$ cat config.mk
export PLATFORM = sky130hd
export DESIGN_NAME = axi_read_arbiter
export DESIGN_NICKNAME = d
export VERILOG_FILES = /design/src/rtl/axi_pkg.sv /design/src/rtl/rr_arbiter2.sv /design/src/rtl/axi_read_arbiter.sv
export SDC_FILE = /design/constraint.sdc
export NUM_CORES = 1
export LEC_CHECK = 0
export ABC_AREA = 0
export BUFFER_PORTS_ARGS = -buffer_cell sky130_fd_sc_hd__buf_2
export CORE_UTILIZATION = 44
export DETAILED_ROUTE_END_ITERATION = 10
export PLACE_DENSITY = 0.9
export SLEW_MARGIN = 20
export SYNTH_ARGS = -nofsm -noshare
export SYNTH_HDL_FRONTEND = slang
export SYNTH_HIERARCHICAL = 1
export SYNTH_SLANG_ARGS = --single-unit
$ cat constraint.sdc
create_clock -name clk -period 3.7 [get_ports clk]
set_input_delay 0 -clock clk [delete_from_list [all_inputs] [get_ports clk]]
set_output_delay 0 -clock clk [all_outputs]
set_load 0.05 [all_outputs]
$ cat src/rtl/axi_pkg.sv
// Shared AXI constants and the read-arbiter FSM state encoding.
package axi_pkg;

  localparam logic [1:0] AXI_BURST_INCR = 2'b01;
  localparam logic [1:0] AXI_RESP_OKAY  = 2'b00;

  typedef enum logic [1:0] {
    IDLE = 2'd0,
    ADDR = 2'd1,
    DATA = 2'd2
  } arb_state_t;

endpackage

$ cat src/rtl/rr_arbiter2.sv
// Two-way combinational round-robin pick; on a tie the slot that did not win last time gets it.
module rr_arbiter2 (
  input  logic [1:0] req,
  input  logic       last_grant,
  output logic [1:0] gnt
);

  always_comb begin
    case (req)
      2'b01:   gnt = 2'b01;
      2'b10:   gnt = 2'b10;
      2'b11:   gnt = last_grant ? 2'b01 : 2'b10;
      default: gnt = 2'b00;
    endcase
  end

endmodule

$ cat src/rtl/axi_read_arbiter.sv
// Shares one AXI4 read channel between the instruction cache (slot 0) and the data cache
// (slot 1): round-robin grant, one outstanding burst, grant held until the last beat.
module axi_read_arbiter
  import axi_pkg::*;
#(
  parameter int ADDR_WIDTH = 32,
  parameter int ID_WIDTH   = 4
) (
  input  logic                    clk,
  input  logic                    rst,
  input  logic [2*ADDR_WIDTH-1:0] s_araddr,
  input  logic [15:0]             s_arlen,
  input  logic [5:0]              s_arsize,
  input  logic [1:0]              s_arvalid,
  output logic [1:0]              s_arready,
  output logic [31:0]             s_rdata,
  output logic [1:0]              s_rresp,
  output logic                    s_rlast,
  output logic [1:0]              s_rvalid,
  input  logic [1:0]              s_rready,
  output logic [ID_WIDTH-1:0]     arid,
  output logic [ADDR_WIDTH-1:0]   araddr,
  output logic [7:0]              arlen,
  output logic [2:0]              arsize,
  output logic [1:0]              arburst,
  output logic                    arvalid,
  input  logic                    arready,
  input  logic [ID_WIDTH-1:0]     rid,
  input  logic [31:0]             rdata,
  input  logic [1:0]              rresp,
  input  logic                    rlast,
  input  logic                    rvalid,
  output logic                    rready,
  output logic                    err
);

  arb_state_t state, state_next;
  logic       grant, last_grant;
  logic [7:0] beat_cnt;
  logic [1:0] pick;
  logic       pick_idx;
  logic       beat;
  logic       proto_err;

  rr_arbiter2 u_rr (
    .req        (s_arvalid),
    .last_grant (last_grant),
    .gnt        (pick)
  );

  assign pick_idx = pick[1];
  assign arburst  = AXI_BURST_INCR;
  assign beat     = rvalid & rready;

  assign proto_err = (rlast && (beat_cnt != arlen)) ||
                     (!rlast && (beat_cnt == arlen)) ||
                     (rid != arid) ||
                     (rresp != AXI_RESP_OKAY);

  // NOTE: reset is sampled on the clock edge only, so it sits inside the clocked branch.
  always_ff @(posedge clk) begin
    if (!rst) state <= IDLE;
    else      state <= state_next;
  end

  always_comb begin
    // NOTE: every output gets a default first so no path through the case infers a latch.
    state_next = state;
    s_arready  = 2'b00;
    s_rvalid   = 2'b00;
    rready     = 1'b0;
    s_rdata    = '0;
    s_rresp    = '0;
    s_rlast    = 1'b0;
    case (state)
      IDLE: begin
        s_arready = pick;
        if (|pick) state_next = ADDR;
      end
      ADDR: begin
        if (arready) state_next = DATA;
      end
      DATA: begin
        s_rvalid[grant] = rvalid;
        rready          = s_rready[grant];
        s_rdata         = rdata;
        s_rresp         = rresp;
        s_rlast         = rlast;
        if (rvalid && s_rready[grant] && rlast) state_next = IDLE;
      end
      default: state_next = IDLE;
    endcase
  end

  always_ff @(posedge clk) begin
    if (!rst) begin
      arvalid    <= 1'b0;
      arid       <= '0;
      araddr     <= '0;
      arlen      <= '0;
      arsize     <= '0;
      grant      <= 1'b0;
      last_grant <= 1'b1;
      beat_cnt   <= '0;
      err        <= 1'b0;
    end else begin
      case (state)
        IDLE: begin
          if (|pick) begin
            grant   <= pick_idx;
            arid    <= {{(ID_WIDTH-1){1'b0}}, pick_idx};
            araddr  <= pick_idx ? s_araddr[2*ADDR_WIDTH-1:ADDR_WIDTH] : s_araddr[ADDR_WIDTH-1:0];
            arlen   <= pick_idx ? s_arlen[15:8] : s_arlen[7:0];
            arsize  <= pick_idx ? s_arsize[5:3] : s_arsize[2:0];
            arvalid <= 1'b1;
          end
        end
        ADDR: begin
          if (arready) begin
            arvalid  <= 1'b0;
            beat_cnt <= '0;
          end
        end
        DATA: begin
          if (beat) begin
            beat_cnt <= beat_cnt + 8'd1;
            // Errors are only recorded; the burst still ends on rlast.
            if (proto_err) err <= 1'b1;
            if (rlast)     last_grant <= grant;
          end
        end
        default: ;
      endcase
    end
  end

endmodule

* After elaboration in Yosys (flattened, before gate mapping)
Cells that the tools add are included.
** Cells by class
- $add $sub $neg :: 1
- $lt $le $gt $ge :: 2
- Equality and inequality tests :: 12
- Mux-type cells :: 25
- Bitwise logic cells :: 2
- Reductions and logical operators :: 20
** Operators with widths (number)
- two-way mux 32 bit :: 2
- two-way mux 8 bit :: 3
- case mux 8 bit (2 select lines) :: 1
- AND reduction 3 bit :: 5
- two-way mux 2 bit :: 7
- case mux 2 bit (3 select lines) :: 2
- adder 8 x 1 -> 8 bit (second input constant) :: 1
- equality test 8 bit :: 1
- inequality test 2 bit (second input constant) :: 4
- inequality test 8 bit :: 1
- two-way mux 1 bit :: 7
- equality test 2 bit (second input constant) :: 3
- nonzero test 2 bit :: 3
- logical AND 1 bit :: 5
- equality test 2 x 1 -> 1 bit (second input constant) :: 2
- inequality test 4 x 1 -> 1 bit :: 1
- logical OR 1 bit :: 3
- two-way mux 3 bit :: 1
- bitwise AND 2 bit :: 1
- logical NOT 2 bit :: 1
- less-than comparator 1 x 2 -> 1 bit (second input constant) :: 1
- case mux 1 bit (2 select lines) :: 1
- AND reduction 2 bit :: 1
- OR reduction 2 bit :: 1
- other kinds (4) :: 4
** Storage, ports and cells
- Register bits after elaboration :: 57
- Word-level logic and storage cells :: 71

* Logic depth before layout (Yosys ltp)
Gate-level depths: netlist of the first run.
- Depth after elaboration :: 6
- Gate-level depth with buffers :: 6
- Mapped depth without buffers :: 5

* Modules after synthesis
Netlist of the first run, hierarchy kept.
** By module, submodules not included
- axi_read_arbiter :: times used 1, cells each 340, area an instance 3098.0 um^2, sequential area each 1141.1 um^2
- rr_arbiter2 :: times used 1, cells each 3, area an instance 18.8 um^2, sequential area each 0.0 um^2

* Least setup slack after synthesis of the first run
No wires, ideal clock.
- Path kind :: reg2reg
- Start :: register last_grant
- End :: register araddr[10]
- Setup time :: 0.062 ns
- Arrival time :: 1.710 ns
- Slack :: 1.928 ns
- Stages on the path, launching flop included :: 7
- Path buffers :: 2
- Clock period less this slack :: 1.772 ns
- Cell sequence :: dfxtp_1 a21boi_0 clkbuf_1 nand2_1 clkinv_1 clkbuf_1 o311a_1
** On the way
- Cells in the longest elaborated chain, start to end :: 4
- Elaborated cells between the ends (all ways) :: 5
** Ends and longest elaborated chain
- start, declared :: line axi_read_arbiter.sv:38 : logic grant, last_grant;
- start signal, assigned :: line axi_read_arbiter.sv:129 : if (rlast) last_grant <= grant;
- two-way mux 2 bit (*) :: line rr_arbiter2.sv:12 : 2'b11: gnt = last_grant ? 2'b01 : 2'b10;
- case mux 2 bit (3 select lines) (*) :: line rr_arbiter2.sv:9 : case (req)
- named net pick[1] :: line axi_read_arbiter.sv:40 : logic [1:0] pick;
- OR reduction 2 bit :: line axi_read_arbiter.sv:109 : if (|pick) begin
- AND reduction 2 bit (no line)
- end signal, assigned :: line axi_read_arbiter.sv:112 : araddr <= pick_idx ? s_araddr[2*ADDR_WIDTH-1:ADDR_WIDTH] : s_araddr[ADDR_WIDTH-1:0];
- end, declared :: line axi_read_arbiter.sv:22 : output logic [ADDR_WIDTH-1:0] araddr,
The timed path passes the listed nets; every way through them passes the cells marked *.
A chain may end at the register's enable or synchronous reset.

* Final worst setup path of the first run
- Start :: register last_grant
- End :: output port s_arready[0]
** On the way
- Cells in the longest elaborated chain, start to end :: 3
** Ends and longest elaborated chain
- two-way mux 2 bit :: line rr_arbiter2.sv:12
- case mux 2 bit (3 select lines) :: line rr_arbiter2.sv:9
- named net pick[0] :: line axi_read_arbiter.sv:40
- two-way mux 2 bit :: line axi_read_arbiter.sv:75 : case (state)
- end, declared :: line axi_read_arbiter.sv:15 : output logic [1:0] s_arready,
The timed path passes the listed nets, and every way through them passes these cells.

==> results of run 1 <==
==> layer usage <==
layer | GRT usage | vias up
met5 | 0 | -
met4 | 0.0970 | 0
met2 | 0.455 | 148
li1 | - | 1669
met1 | 0.268 | 1619
met3 | 0.0722 | 17
==> state kept, by name (all words and copies together) (netlist names) <==
| register | cells |
|---|---|
| arvalid | 1 |
| grant | 1 |
| arlen | 8 |
| last_grant | 1 |
| araddr | 32 |
| beat_cnt | 8 |
| arsize | 3 |
| state | 2 |
| err | 1 |
==> synthesized netlist by cell type (5+ instances only) <==
library cell	n	area (um^2)
nor2_1	5	18.8
buf_4	6	45.0
nor2b_1	44	275
clkbuf_1	29	109
and2_1	35	219
a211o_1	43	377
o21ai_0	6	30.0
xor2_1	8	70.1
a21boi_0	5	37.5
nand2_1	12	45.0
dfxtp_1	57	1140
o311a_1	43	430
a21oi_1	7	35.0
==> cells in the final DEF, fill, tap and decap left out, types with 2 or more instances in the layout <==
| cell | Yosys | final |
|---|---|---|
| buf_2 | 1 | 218 |
| dfxtp_1 | 57 | 57 |
| nor2b_1 | 44 | 43 |
| a211o_1 | 43 | 43 |
| o311a_1 | 43 | 43 |
| and2_1 | 35 | 35 |
| nand2_1 | 12 | 12 |
| clkbuf_8 | 0 | 11 |
| xor2_1 | 8 | 8 |
| a21oi_1 | 7 | 7 |
| o21ai_0 | 6 | 6 |
| nor2_1 | 5 | 5 |
| conb_1 | 2 | 5 |
| buf_4 | 6 | 5 |
| a21boi_0 | 5 | 4 |
| or3_1 | 4 | 4 |
| o31ai_1 | 3 | 3 |
| or4_1 | 3 | 3 |
| nand3b_1 | 2 | 2 |
| clkinv_1 | 2 | 2 |
| mux2i_1 | 2 | 2 |
| nor4_1 | 2 | 2 |
| xnor2_1 | 2 | 2 |
| nand3_1 | 2 | 2 |
| or3b_2 | 2 | 2 |
| inv_1 | 2 | 2 |
| clkinv_2 | 0 | 2 |
==> per-stage QoR <==
stage	instances	hold WS [ns]	instance area [um^2]
5_1_grt	643	0.0266	4460
3_3_place_gp	626	0.305	4230
3_5_place_dp	626	0.325	4230
2_1_floorplan	346	0.195	3130
6_report	643	0.0252	4460
4_1_cts	642	0.0117	4440
==> final timing paths <==
kind	startpoint	to	cells after the start
setup / recovery	last_grant	s_arready[0]	6
hold / removal	s_araddr[59]	araddr[27]	3
setup reg to reg	state[0]	araddr[5]	5
hold reg to reg	arvalid	arvalid	2
==> cell type report <==
| class | instances | area [um^2] | area share |
|---|---|---|---|
| inverters | 4 | 15.0 | 0.00336 |
| clock buffers | 12 | 155 | 0.0348 |
| well taps | 96 | 120 | 0.0269 |
| multi-input cells | 246 | 1830 | 0.409 |
| clock inverters | 3 | 40.0 | 0.00897 |
| flip-flops and latches | 57 | 1140 | 0.256 |
| repair buffers | 225 | 1170 | 0.261 |
==> where the power goes <==
part / total (uW) / switching (uW) / internal (uW)
clock: 575 / 233 / 342
sequential: 720 / 41.8 / 678
combinational: 688 / 462 / 226
==> logic make-up (layout without fill, tap and decap cells) <==
| kind of cell | after synthesis | in the layout | share of synthesized area |
|---|---|---|---|
| compound gates | 112 | 112 | 0.311 |
| mux | 2 | 2 | 0.00642 |
| fa+ha+maj | 1 | 1 | 0.00401 |
| flops | 57 | 57 | 0.366 |
| buf+inv | 43 | 244 | 0.0594 |
| simple gates | 116 | 116 | 0.222 |
| other cells | 2 | 5 | 0.00241 |
| xor+xnor | 10 | 10 | 0.0281 |
==> worst max-delay path, stage by stage, from the launching register on <==
cell and delay (ns):
dfxtp_1 0.40, inv_1 0.06, a21boi_1 0.28, nand2_1 0.12, clkinv_1 0.43, buf_4 0.36, buf_2 0.31
==> flow_summary.toml, run 1 <==
[status]
outcome = "finished, final reports clean"

[final_layout]
n_antenna_cell = 0
fillCellCount = 617
fin_nets = 677
final_util = 0.653
syn2layout_area_growth_pct = 43.2
drive_above_1_share = 0.444

[drt]
drtPass1Iterations = 4
antenna_left = 0
drc = 0
vias_per_cell = 5.37
drtIter0Drc = 127
num_vias = 3453
wl_per_cell_um = 14.7
met1_length_um = 3810
routed_wl_um = 9480
dr_wl_met3_um = 721
dr.max_layer_used = "met4"
wl_met2_um = 4770

[clock_network]
h-tree-depth = 3
cts_tree = "yes"
clk_pin_slew_ns = 0.06
post-cts-setup-buffers = 0
clkLatencyLatePin_ns = 0.33
numCtsBuffers = 9
numClockSinks = 57
clockBufferDepth = 2
ctsResizeCount = 0
cts_root_buf = "clkbuf_8"
postCtsHoldBufs = 1

[sta]
fmax_mhz = 435
setup_tns_ns = 0
slew_headroom = 0.409
rsz0062_at_grt = "false"
hold_viol = 0
fin_ws_ns = 1.40
slew_violations = 0
setup_viol = 0
fin_crit_ns = 2.30
min_period_over_period = 0.621
skew_ns = 0.00846
worstMarginPinSlew_ns = 0.887

[yosys]
ys_seq_area_frac = 0.366
synth_seq_cells = 57
yosys_warnings = 6
async_flop_share = 0
synth_cell_types = 38
synth_edf_count = 0
netlist_instances = 343
syn_area_mm2 = 0.00312
avgSynthCellArea_um2 = 9.09
ys.flop_type = "dfxtp_1"

[global_routing]
antenna_found_initial = 0
gr-total-overflow = 0
track_usage = 0.249
grt_pass1_wl_um = 14600
grt_max_degree = 51
grt_pass1_vias = 3305

[setup_path]
critical_path_required_ns = 3.70
worst_setup_path_end_kind = "output pin"
worstPathMaxFanout = 25
regToRegSetupSlack_ns = 1.55
start_kind = "flip-flop"
worst_ep_arrival_time_ns = 2.30
criticalPathCategory = "flip-flop to output pin"

[pwr]
total_leakage_power_uw = 0.00240
p_per_area_mw_per_mm2 = 444
power_uw = 1980
irDropWorstVdd_mv = 0.329

[floorplan]
start_util = 0.456
die_h_um = 86.2
fp.dieArea_mm2 = 0.00742
std_cell_rows = 30
fp.dieW_um = 86.2
io_pins = 224
fp.coreArea_mm2 = 0.00683

[job]
maxCapViolCount = 0

[worst_hold_path]
min_path_type = "input pin to flip-flop"

[place]
port_buffers = 218
hpwl_um = 6820
gp_congestion = 0.765
pre_cts_ws_ns = 1.57
(Power assumes the default switching activity.)
==> run 2, diff against run 1 <==
--- a/config.mk
+++ b/config.mk
@@ -7,9 +7,9 @@
 export LEC_CHECK = 0
 export ABC_AREA = 0
 export BUFFER_PORTS_ARGS = -buffer_cell sky130_fd_sc_hd__buf_2
-export CORE_UTILIZATION = 44
+export CORE_UTILIZATION = 37
 export DETAILED_ROUTE_END_ITERATION = 10
-export PLACE_DENSITY = 0.9
+export PLACE_DENSITY = 0.81
 export SLEW_MARGIN = 20
 export SYNTH_ARGS = -nofsm -noshare
 export SYNTH_HDL_FRONTEND = slang
==> constraint.sdc (replaced) <==
create_clock -name clk -period 1.87 [get_ports clk]
set_input_delay 0 -clock clk [delete_from_list [all_inputs] [get_ports clk]]
set_output_delay 0 -clock clk [all_outputs]
set_load 0.05 [all_outputs]
==> run 2 against run 1 <==
Effect of this change:
- setup slack worse by 1.3 ns
- total power rose by 100%
- sequential share of layout area shrank 0.74 points
- non-clock buffer count is 6 higher
- first-iteration DRC count grew 8.7%
- clock power grew 100%
- sequential power increased by 97%
- critical path depth is 1 lower
- final area rose by 3.0%
- register-to-register slack lost 1.4 ns
- largest power group unchanged
==> flow_summary.toml, run 2 (synthesized netlist as in run 1, its figures left out) <==
[sta]
min_period_over_period = 0.952
slew_headroom = 0.616
fin_ws_ns = 0.0902
worstMarginPinSlew_ns = 0.574
fin_crit_ns = 1.78
slew_violations = 0
hold_viol = 0
setup_tns_ns = 0
rsz0062_at_grt = "false"
fmax_mhz = 562
whs_ns = 0.0189
setup_viol = 0
skew_ns = 0.00613

[setup_path]
criticalPathCategory = "flip-flop to output pin"
rr_endpoint = "araddr[28]"
crit_end = "s_arready[0]"
rr_startpoint = "last_grant"
worstPathMaxFanout = 11
start_kind = "flip-flop"
regToRegSetupSlack_ns = 0.14
worst_ep_arrival_time_ns = 1.78
critical_path_required_ns = 1.87
worst_setup_path_end_kind = "output pin"
startpoint = "last_grant"
r2r_cells = 6

[pwr]
irDropWorstVdd_mv = 0.786
power_frac_clock = 0.292
p_sw_frac = 0.377
p_seq_frac = 0.355
p_sw_uw = 1510
p_per_area_mw_per_mm2 = 873
total_leakage_power_uw = 0.00246
comb_power_share = 0.353
intPower_uw = 2500

[global_routing]
antenna_found_initial = 0
grt_pass1_wl_um = 16200
grt_use_met1 = 0.262
grt_pass1_vias = 3400
grt_max_degree = 45
met3_usage = 0.0574
top_usage_layer = "met2"
gr-total-overflow = 0
grt_util_met2 = 0.429
track_usage = 0.237

[clock_network]
numClockSinks = 57
clk_pin_slew_ns = 0.07
cts_root_buf = "clkbuf_8"
clkLatencyLatePin_ns = 0.33
clockBufferDepth = 2
cts_tree = "yes"
h-tree-depth = 3
numCtsBuffers = 9

[final_layout]
syn2layout_area_growth_pct = 47.5
n_antenna_cell = 0
multi_input_area_mm2 = 0.00183
fin_nets = 683
top_regs = "araddr (32), arlen (8), beat_cnt (8)"
fillCellCount = 771
largest_reg_flops = 32
regMostFlops = "araddr"
final_common_cell = "buf_2"
drive_above_1_share = 0.452
regArea_mm2 = 0.00114
layout_common_cells = "buf_2, dfxtp_1, nor2b_1, a211o_1, o311a_1"
final_util = 0.562

[drt]
routed_wl_um = 10900
num_vias = 3562
vias_per_cell = 5.41
antenna_left = 0
wl_per_cell_um = 16.5
drtIter0Drc = 138
drc = 0
drtPass1Iterations = 4

[floorplan]
die_h_um = 93.8
fp.dieArea_mm2 = 0.00879
fp.dieW_um = 93.8
io_pins = 224
std_cell_rows = 33
fp.coreArea_mm2 = 0.00818
start_util = 0.381

[job]
maxCapViolCount = 0

[place]
port_buffers = 218
pre_cts_ws_ns = 0.161
gp_congestion = 0.767
hpwl_um = 7740

[worst_hold_path]
min_path_type = "input pin to flip-flop"

[status]
outcome = "finished, final reports clean"
## run 2: how the worst min path moves through the flow
stage | end | from | cells past startpoint
finish | arlen[4] | s_arlen[12] | 3
global route | araddr[11] | s_araddr[43] | 3
CTS | arsize[1] | s_arsize[4] | 3
detailed placement | state[0] | arready | 3
global placement | state[0] | arready | 3
floorplan | state[0] | arready | 2
## run 2: stage by stage
step	cells	cell area, um^2	power, uW
floorplan	346	3130	2420
global placement	639	4300	2800
detailed placement	640	4330	2840
CTS	657	4570	4030
global route	658	4600	4170
finish	658	4600	4010
## run 2: metal layers
layer / vias up / wire [um] / share of wire
met2: 186 / 5660 / 0.52
met1: 1678 / 4160 / 0.38
met5: - / 0 / 0
li1: 1678 / - / -
met4: 0 / 229 / 0.021
met3: 20 / 811 / 0.075
## run 2: what timing repair did
item                                   CTS  global route
hold buffers                             1             0
cloned                                   1             1
setup buffers                            0             0
resized for setup                        1             2
endpoints found under the hold margin    1             0
setup endpoints to repair                1             2
## run 2: final cells by class
class                      instances  area share
inverter                           4     0.00408
sequential                        57       0.248
tap                              105      0.0286
multi-input combinational        246       0.397
clock inverter                     3     0.00871
timing repair buffer             231       0.279
clock buffer                      12      0.0338
## run 2: worst max-delay path, cell delays in order, from the launching register on
cell and delay, ns:
dfxtp_1 0.40, inv_1 0.08, a21boi_1 0.27, nand2_1 0.17, clkinvlp_4 0.24, clkbuf_4 0.28
## run 2: power by group through the flow
stage          sequential, uW  clock (uW)  combinational [uW]
5_1_grt                  1440        1240                1500
6_report                 1420        1170                1420
2_1_floorplan            1850           0                 568
4_1_cts                  1420        1190                1410
3_3_place_gp             1440           0                1360
3_5_place_dp             1450           0                1390
